==> src/rtl/mf_gate_identifier_pkg.sv <==
// Shared encodings for the multi-function gate characteriser: decoded modes,
// expected response signatures and the FSM state encoding.
package mf_gate_pkg;

    typedef enum logic [1:0] {
        MODE_PASS_X  = 2'd0,
        MODE_INV_X   = 2'd1,
        MODE_PASS_Y  = 2'd2,
        MODE_UNKNOWN = 2'd3
    } mode_e;

    // Bit i of a signature is f observed with {x,y} = i
    localparam logic [3:0] SIG_PASS_X = 4'b1100;
    localparam logic [3:0] SIG_INV_X  = 4'b0011;
    localparam logic [3:0] SIG_PASS_Y = 4'b1010;

    typedef enum logic [2:0] {
        ST_IDLE   = 3'd0,
        ST_APPLY  = 3'd1,
        ST_SETTLE = 3'd2,
        ST_SAMPLE = 3'd3,
        ST_DECIDE = 3'd4
    } state_e;

endpackage

==> src/rtl/mf_gate_identifier_if.sv <==
// Request/result handshake plus the stimulus/response wires to the gate under test.
interface mf_gate_identifier_if;
    import mf_gate_pkg::*;

    logic       start;
    logic       f_in;
    logic       x_drv;
    logic       y_drv;
    logic       busy;
    logic       done;
    mode_e      mode;
    logic       fault;
    logic [3:0] signature;

    modport master (
        output start, f_in,
        input  x_drv, y_drv, busy, done, mode, fault, signature
    );

    modport slave (
        input  start, f_in,
        output x_drv, y_drv, busy, done, mode, fault, signature
    );

endinterface

==> src/rtl/mf_gate_identifier_settle_timer.sv <==
// Loadable down-counter with a zero flag; used to pace the settle wait per vector.
module mf_settle_timer #(
    parameter int CNT_W = 8
) (
    input  logic             clk,
    input  logic             rst_n,
    input  logic             load,
    input  logic             dec,
    input  logic [CNT_W-1:0] load_val,
    output logic             zero
);

    logic [CNT_W-1:0] cnt;

    always_ff @(posedge clk or negedge rst_n) begin
        if (!rst_n) begin
            cnt <= '0;
        end else if (load) begin
            cnt <= load_val;
        end else if (dec && (cnt != '0)) begin
            cnt <= cnt - 1'b1;
        end
    end

    assign zero = (cnt == '0);

endmodule

==> src/rtl/mf_gate_identifier.sv <==
// Drives all four (x,y) vectors onto a gate with hidden a,b, samples f after a
// settle time and decodes which function the gate performs.
module mf_gate_identifier
    import mf_gate_pkg::*;
#(
    parameter int SETTLE_CYCLES = 4,
    parameter int CNT_W         = 8
) (
    input  logic                 clk,
    input  logic                 rst_n,
    mf_gate_identifier_if.slave  bus
);

    state_e     state;
    logic [1:0] vec_idx;
    logic       tmr_load;
    logic       tmr_dec;
    logic       tmr_zero;

    function automatic mode_e decode_mode(input logic [3:0] sig);
        case (sig)
            SIG_PASS_X: decode_mode = MODE_PASS_X;
            SIG_INV_X:  decode_mode = MODE_INV_X;
            SIG_PASS_Y: decode_mode = MODE_PASS_Y;
            default:    decode_mode = MODE_UNKNOWN;
        endcase
    endfunction

    assign tmr_load = (state == ST_APPLY);
    assign tmr_dec  = (state == ST_SETTLE);

    mf_settle_timer #(
        .CNT_W (CNT_W)
    ) u_settle_timer (
        .clk      (clk),
        .rst_n    (rst_n),
        .load     (tmr_load),
        .dec      (tmr_dec),
        .load_val (CNT_W'(SETTLE_CYCLES - 1)),
        .zero     (tmr_zero)
    );

    always_ff @(posedge clk or negedge rst_n) begin
        if (!rst_n) begin
            state         <= ST_IDLE;
            vec_idx       <= 2'd0;
            bus.x_drv     <= 1'b0;
            bus.y_drv     <= 1'b0;
            bus.busy      <= 1'b0;
            bus.done      <= 1'b0;
            bus.fault     <= 1'b0;
            bus.mode      <= MODE_UNKNOWN;
            bus.signature <= 4'd0;
        end else begin
            bus.done <= 1'b0;
            case (state)
                ST_IDLE: begin
                    if (bus.start) begin
                        state         <= ST_APPLY;
                        bus.busy      <= 1'b1;
                        vec_idx       <= 2'd0;
                        bus.signature <= 4'd0;
                        bus.fault     <= 1'b0;
                    end
                end
                ST_APPLY: begin
                    {bus.x_drv, bus.y_drv} <= vec_idx;
                    state                  <= ST_SETTLE;
                end
                ST_SETTLE: begin
                    if (tmr_zero) state <= ST_SAMPLE;
                end
                ST_SAMPLE: begin
                    bus.signature[vec_idx] <= bus.f_in;
                    if (vec_idx == 2'd3) begin
                        state <= ST_DECIDE;
                    end else begin
                        vec_idx <= vec_idx + 2'd1;
                        state   <= ST_APPLY;
                    end
                end
                ST_DECIDE: begin
                    // busy drops on the same edge that raises done, so they never overlap
                    bus.mode  <= decode_mode(bus.signature);
                    bus.fault <= (decode_mode(bus.signature) == MODE_UNKNOWN);
                    bus.done  <= 1'b1;
                    bus.busy  <= 1'b0;
                    state     <= ST_IDLE;
                end
                default: state <= ST_IDLE;
            endcase
        end
    end

endmodule

==> src/flat_wrapper.sv <==
// flat-port wrapper written by rule: the top's interface ports become plain ports
module mf_gate_identifier_flat import mf_gate_pkg::*;
#(
    parameter int SETTLE_CYCLES = 4,
    parameter int CNT_W         = 8
)
  (clk, rst_n, bus_start, bus_f_in, bus_x_drv, bus_y_drv, bus_busy, bus_done, bus_mode, bus_fault, bus_signature);
  mf_gate_identifier_if bus_i ();
  input  logic clk;
  input  logic rst_n;
  input wire logic [$bits(bus_i.start)-1:0] bus_start;
  input wire logic [$bits(bus_i.f_in)-1:0] bus_f_in;
  output wire logic [$bits(bus_i.x_drv)-1:0] bus_x_drv;
  output wire logic [$bits(bus_i.y_drv)-1:0] bus_y_drv;
  output wire logic [$bits(bus_i.busy)-1:0] bus_busy;
  output wire logic [$bits(bus_i.done)-1:0] bus_done;
  output wire logic [$bits(bus_i.mode)-1:0] bus_mode;
  output wire logic [$bits(bus_i.fault)-1:0] bus_fault;
  output wire logic [$bits(bus_i.signature)-1:0] bus_signature;
  assign bus_i.start = bus_start;
  assign bus_i.f_in = bus_f_in;
  assign bus_x_drv = bus_i.x_drv;
  assign bus_y_drv = bus_i.y_drv;
  assign bus_busy = bus_i.busy;
  assign bus_done = bus_i.done;
  assign bus_mode = bus_i.mode;
  assign bus_fault = bus_i.fault;
  assign bus_signature = bus_i.signature;
  mf_gate_identifier #(.SETTLE_CYCLES(SETTLE_CYCLES), .CNT_W(CNT_W)) u_core (.clk(clk), .rst_n(rst_n), .bus(bus_i));
endmodule
==> config.mk <==
export PLATFORM = sky130hd
export DESIGN_NAME = mf_gate_identifier_flat
export DESIGN_NICKNAME = d
export VERILOG_FILES = /design/src/rtl/mf_gate_identifier_pkg.sv /design/src/rtl/mf_gate_identifier_if.sv /design/src/rtl/mf_gate_identifier_settle_timer.sv /design/src/rtl/mf_gate_identifier.sv /design/src/flat_wrapper.sv
export SDC_FILE = /design/constraint.sdc
export NUM_CORES = 1
export LEC_CHECK = 0
export ABC_AREA = 0
export BUFFER_PORTS_ARGS = -buffer_cell sky130_fd_sc_hd__clkbuf_2
export CAP_MARGIN = 20
export CORE_UTILIZATION = 45
export CTS_CLUSTER_DIAMETER = 120
export CTS_CLUSTER_SIZE = 16
export DETAILED_ROUTE_END_ITERATION = 6
export GPL_TIMING_DRIVEN = 0
export PLACE_DENSITY = 0.64
export SYNTH_ARGS = -nofsm -noshare
export SYNTH_HDL_FRONTEND = slang
export SYNTH_SLANG_ARGS = --single-unit
==> constraint.sdc <==
create_clock -name clk -period 4.81 [get_ports clk]
set_input_delay 0.962 -clock clk [delete_from_list [all_inputs] [get_ports clk]]
set_output_delay 0.962 -clock clk [all_outputs]
set_load 0.01 [all_outputs]
==> results of run 1 <==
[path summary, 6_finish.rpt]
| path | startpoint | end | slack, ns | cells past startpoint |
|---|---|---|---|---|
| worst min register to register | u_core.bus.mode[0] | u_core.bus.mode[0] | 0.49 | 2 |
| worst min-delay path | u_core.bus.mode[0] | u_core.bus.mode[0] | 0.49 | 2 |
| max in group asynchronous | rst_n | u_core.bus.signature[2] | 3.81 | 1 |
| worst max-delay path | u_core.bus.mode[0] | bus_mode[0] | 2.86 | 1 |
| worst max register to register | u_core.u_settle_timer.cnt[0] | u_core.state[0] | 2.93 | 6 |
| min in group asynchronous | rst_n | u_core.u_settle_timer.cnt[0] | 0.62 | 1 |
[power by group through the flow]
stage | sequential (mW) | combinational (mW) | clock, mW
2_1_floorplan | 0.347 | 0.295 | 0
3_3_place_gp | 0.342 | 0.385 | 0
3_5_place_dp | 0.349 | 0.400 | 0
4_1_cts | 0.345 | 0.405 | 0.113
5_1_grt | 0.357 | 0.453 | 0.120
6_report | 0.344 | 0.403 | 0.108
[metal layers]
layer / wire length, um / part of all wire (%)
met2: 1110 / 46
met3: 58 / 2.4
met5: 0 / 0
met4: 21 / 0.87
met1: 1210 / 50
[cells by family (layout without fill, tap and decap cells)]
family	after synthesis	count (layout)	share of synthesized area, %
multiplexers	9	9	7.08
buffers and inverters	15	33	4.62
AO/OA/AOI/OAI	24	24	13.8
adder cells (fa/ha/maj)	6	6	5.90
flip-flops	24	24	47.4
AND/OR/NAND/NOR	44	44	21.2
[sequential cells by signal, summed over array words and instances, names as in the netlist, 2 cells and up]
signal                     count
u_core.state                   3
u_core.bus.mode                2
u_core.vec_idx                 2
u_core.u_settle_timer.cnt      8
u_core.bus.signature           4
[final cells by class]
class | count | area, um2 | share of cell area [%]
Multi-Input combinational cell | 83 | 611 | 43.1
Sequential cell | 24 | 603 | 42.6
Timing Repair Buffer | 14 | 70.1 | 4.95
Tap cell | 30 | 37.5 | 2.65
Clock buffer | 4 | 36.3 | 2.56
Inverter | 9 | 33.8 | 2.39
Buffer | 6 | 25.0 | 1.77
[metrics by stage]
step           std cells  utilization (%)  total power, mW  instance area (um2)  setup slack, ns
6_report             170             55.2            0.855                 1420             2.86
4_1_cts              170             55.2            0.862                 1420             2.84
3_5_place_dp         166             53.8            0.750                 1380             2.75
5_1_grt              170             55.2            0.930                 1420             2.79
3_3_place_gp         166             53.8            0.727                 1380             2.74
2_1_floorplan        122                -            0.642                 1270             2.92
[placed cells by master (no fill, tap or decap), types with 3 or more instances in the layout]
master,instances
a21oi_1,4
a22o_1,4
clkbuf_1,3
clkbuf_2,14
clkbuf_4,3
dfrtp_1,22
ha_1,6
inv_1,9
mux2i_1,9
nand2_1,12
nand2b_1,4
nor2_1,6
o21ai_0,4
==> results.ini, run 1 <==
[worst_setup_path]
critPathMaxFanout=2
crit_path_end_kind=output pin
crit_chain=clkbuf_2
cp_slowest_stage_delay_ns=0.55
critPathBufInv=1
path_delay_family=flip-flops
slowest_stage=dfstp_2
arrival_ns=0.99
critPathLaunchType=flop
critical_path_class=flop to output pin
worstPathRequired_ns=3.85

[power_and_ir_drop]
comb_power_share_pct=47.1
intPower_uw=507
switching_share_pct=40.7
peakVddDrop_uv=315
seqPwrFrac_pct=40.2
switching_power_uw=348
p_clk_share_pct=12.7
p_per_area_mw_per_mm2=604
p_leak_nw=0.716

[die]
io_pins=15
start_util_pct=49.6
core_mm2=0.00257
die_area_mm2=0.00304
fp-row-count=18
die_h_um=55.2
die_w_um=55.2

[detailed_routing]
wl_per_cell_um=14.1
initialDrtViolationCount=10
dr_total_vias=929
vias_per_cell=5.46
wl_um=2400
drt-pass1-iter-count=4
drc=0
antenna_left=0

[cts]
cts_tree=done
ctsResizeCount=0
clockBufferDepth=2
clkSinkCount=24
hold_buffers=0
path_clk_slew_ns=0.13
cts_buffers=3
cts_setup_buffers=0
clk_latency_ns=0.32
cts_htree_levels=1
cts_root_buf=clkbuf_4

[yosys]
ys_ff_latch=24
async_reset_ff_share_pct=100
netlist.area_leader.share_pct=43.3
synth_edf_count=0
yosysMostFrequentCell=dfrtp_1
synth_area_mm2=0.00127
synth_common_cells=dfrtp_1, nand2_1, inv_1, mux2i_1
netlist_instances=122
ys_types=42
synth_nets=132
synthFlopType=dfrtp_1
yosysWarnings=0
yosysSeqAreaShare_pct=47.4
syn_avg_cell_area_um2=10.4
yosysTopAreaCell=dfrtp_1
ys_top_cells_by_area=dfrtp_1, mux2i_1, ha_1

[global_routing]
groute.layer.met2.usage_pct=29.5
grtUsageTotal_pct=18.7
grt_pass1_wl_um=3950
grt_pass1_vias=865
grt_use_met1_pct=25.8
antenna_found_initial=0
grt_overflow=0
use_met3_pct=3.01
grt.busiest_layer=met2
grt_max_degree=25

[timing]
max-slew-margin-rel_pct=60.2
fin_worst_skew_ns=0.00269
setup_viol=0
tns_ns=0
fin_crit_ns=1.95
period_share_pct=40.6
fmax_ghz=0.512
worstMarginPinSlew_ns=0.588
maxSlewViolCount=0
hold_viol_final=0
whs_ns=0.486
rsz0062_at_grt=no

[placement]
port_buffers=14
dp_hpwl_um=1700
place_congestion=0.764

[finish]
diodes=0
area_growth_pct=11.3
drive_gt1_share_pct=22.1
finalNetCount=151
fillers=250

[job]
maxCapViolCount=0

[outcome]
status=finished, final reports clean

[min_path]
hold_class=flop to flop

No activity file was read; power rests on OpenSTA's default activity.
==> run 2: changes to the inputs <==
==> constraint.sdc (replaced) <==
create_clock -name clk -period 1.8 [get_ports clk]
set_input_delay 0.36 -clock clk [delete_from_list [all_inputs] [get_ports clk]]
set_output_delay 0.36 -clock clk [all_outputs]
set_load 0.01 [all_outputs]
==> run 2 against run 1 <==
Compared with the run above:
- sequential cell count stayed put
- critical path depth is 4 higher
- clock power grew to 2.7 times the previous value
- combinational power grew to 3.0 times the previous value
- hold slack worse by 0.47 ns
- core utilization is 1.5 points higher
- non-clock buffer count is 1 higher
- routed wire length is 6.7% higher
- clock skew hardly changed
- largest power group unchanged
==> results.ini, run 2 (same netlist as run 1, synthesis figures left out) <==
[timing]
worstMarginPinSlew_ns=0.648  ; was 0.588 ns
maxSlewViolCount=0  ; unchanged
setup_ws_ns=0.0633  ; was 2.86 ns
fin_crit_ns=1.74
fin_worst_skew_ns=0.00318  ; was 0.00269 ns
max-slew-margin-rel_pct=56.2  ; was 60.2%
fmax_ghz=0.576
hold_viol_final=0  ; unchanged
period_share_pct=96.5
setup_viol=0  ; unchanged

[global_routing]
grtUsageTotal_pct=18.8  ; was 18.7%
grt_overflow=0  ; unchanged
grt_pass1_wl_um=3980  ; was 3950 um
grt_pass1_vias=872  ; was 865
grt_max_degree=25  ; unchanged
antenna_found_initial=0  ; unchanged

[power_and_ir_drop]
peakVddDrop_uv=939  ; was 315 uV
p_per_area_mw_per_mm2=1650  ; was 604 mW/mm2
p_leak_nw=0.734  ; was 0.716 nW

[worst_setup_path]
r2r-start=u_core.u_settle_timer.cnt[0]  ; unchanged
rr_worst_depth=5  ; was 6
worstPathRequired_ns=2.02  ; was 3.85 ns
critical_path_class=flop to flop  ; was flop to output pin
crit_path_end_kind=flop  ; was output pin
critPathLaunchType=flop  ; unchanged
cp-startpoint=u_core.u_settle_timer.cnt[0]  ; was u_core.bus.mode[0]
r2r-end=u_core.state[0]  ; unchanged
r2r_slack_ns=0.06  ; was 2.93 ns
arrival_ns=1.95  ; was 0.99 ns
crit_path_end=u_core.state[0]  ; was bus_mode[0]
critPathMaxFanout=6  ; was 2

[die]
die_area_mm2=0.00304  ; unchanged
core_mm2=0.00257  ; unchanged
start_util_pct=49.6  ; unchanged
die_h_um=55.2  ; unchanged
die_w_um=55.2  ; unchanged
io_pins=15  ; unchanged
fp-row-count=18  ; unchanged

[cts]
clkSinkCount=24  ; unchanged
path_clk_slew_ns=0.13  ; about the same
clk_latency_ns=0.32  ; about the same
cts_htree_levels=1  ; unchanged
clockBufferDepth=2  ; unchanged
cts_buffers=3  ; unchanged
cts_tree=done  ; unchanged
cts_root_buf=clkbuf_4  ; unchanged

[detailed_routing]
drc=0  ; unchanged
wl_um=2560  ; was 2400 um
wl_per_cell_um=15.0  ; was 14.1 um
drt-pass1-iter-count=4  ; unchanged
initialDrtViolationCount=17  ; was 10
vias_per_cell=5.61  ; was 5.46
dr_total_vias=960  ; was 929
antenna_left=0  ; unchanged

[finish]
fin_area_mm2=0.00145  ; was 0.00142 mm2
finalNetCount=152  ; was 151
largest_register_ffs=8  ; unchanged
reg_top3=u_core.u_settle_timer.cnt (8), u_core.bus.signature (4), u_core.state (3)  ; unchanged
drive_gt1_share_pct=25.5  ; was 22.1%
area_growth_pct=14.3  ; was 11.3%
diodes=0  ; unchanged
largest_register=u_core.u_settle_timer.cnt  ; unchanged
mostFrequentLayoutCell=dfrtp_1  ; unchanged
layout_common_cells=dfrtp_1, clkbuf_2, nand2_1  ; unchanged

[placement]
port_buffers=14  ; unchanged
place_ws_ns=-0.0357  ; was 2.75 ns
dp_hpwl_um=1700  ; unchanged
place_congestion=0.764  ; unchanged
placed_cell_area_mm2=0.00138  ; unchanged

[outcome]
status=finished, final reports clean  ; unchanged

[min_path]
hold_class=primary input to asynchronous set/reset pin  ; was flop to flop

[job]
maxCapViolCount=0  ; unchanged

[run 2: worst min path at each step]
stage,startpoint,to,cells past startpoint
finish,rst_n,u_core.u_settle_timer.cnt[0],1
global route,rst_n,u_core.u_settle_timer.cnt[0],1
CTS,rst_n,u_core.u_settle_timer.cnt[0],1
detailed placement,rst_n,u_core.u_settle_timer.cnt[0],1
global placement,rst_n,u_core.u_settle_timer.cnt[0],1
floorplan,rst_n,u_core.bus.busy,0
[run 2: layer usage]
layer	share of wire, %	routed length (um)	track usage [%]	vias up
li1	-	-	-	474
met1	47	1210	26.0	458
met2	47	1210	29.7	26
met3	4.5	115	3.01	2
met4	0.82	21	6.25	0
met5	0	0	0	-
[run 2: timing repair]
action                                  4_1_cts  5_1_grt
buffers inserted                              2        1
hold endpoints to repair                      0        0
endpoints found under the setup margin        1        3
hold buffers                                  0        0
gates cloned                                  0        0
resized for setup                             0        3
[run 2: layout make-up]
class                           count  area [um2]
Clock buffer                        4        36.3
Multi-Input combinational cell     83         633
Inverter                            9        33.8
Tap cell                           30        37.5
Sequential cell                    24         603
Timing Repair Buffer               17        92.6
Buffer                              4        17.5
Fill cell                         245        1110
[run 2: through the flow]
| step | hold WS (ns) | power (mW) | util [%] | setup TNS, ns | cells |
|---|---|---|---|---|---|
| CTS | 0.0328 | 2.33 | 55.6 | 0 | 171 |
| floorplan | 0.0644 | 1.71 | - | 0 | 122 |
| finish | 0.0137 | 2.40 | 56.6 | 0 | 171 |
| detailed placement | 0.393 | 2.00 | 53.8 | -0.0357 | 166 |
| global placement | 0.386 | 1.94 | 53.8 | -0.00349 | 166 |
| global route | 0.0591 | 2.59 | 56.6 | -0.0702 | 171 |
[run 2: report_power, final]
| group | internal [mW] | switching (mW) | leakage (nW) |
|---|---|---|---|
| Combinational | 0.548 | 0.649 | 0.408 |
| Sequential | 0.747 | 0.165 | 0.305 |
| Clock | 0.124 | 0.167 | 0.0210 |
| Total | 1.42 | 0.981 | 0.734 |
[run 2: worst max-delay path: stages (launching register included)]
cell       delay, ns
dfrtp_1         0.41
inv_1           0.08
ha_1            0.16
or3b_4          0.42
o21a_4          0.22
a2111oi_4       0.34
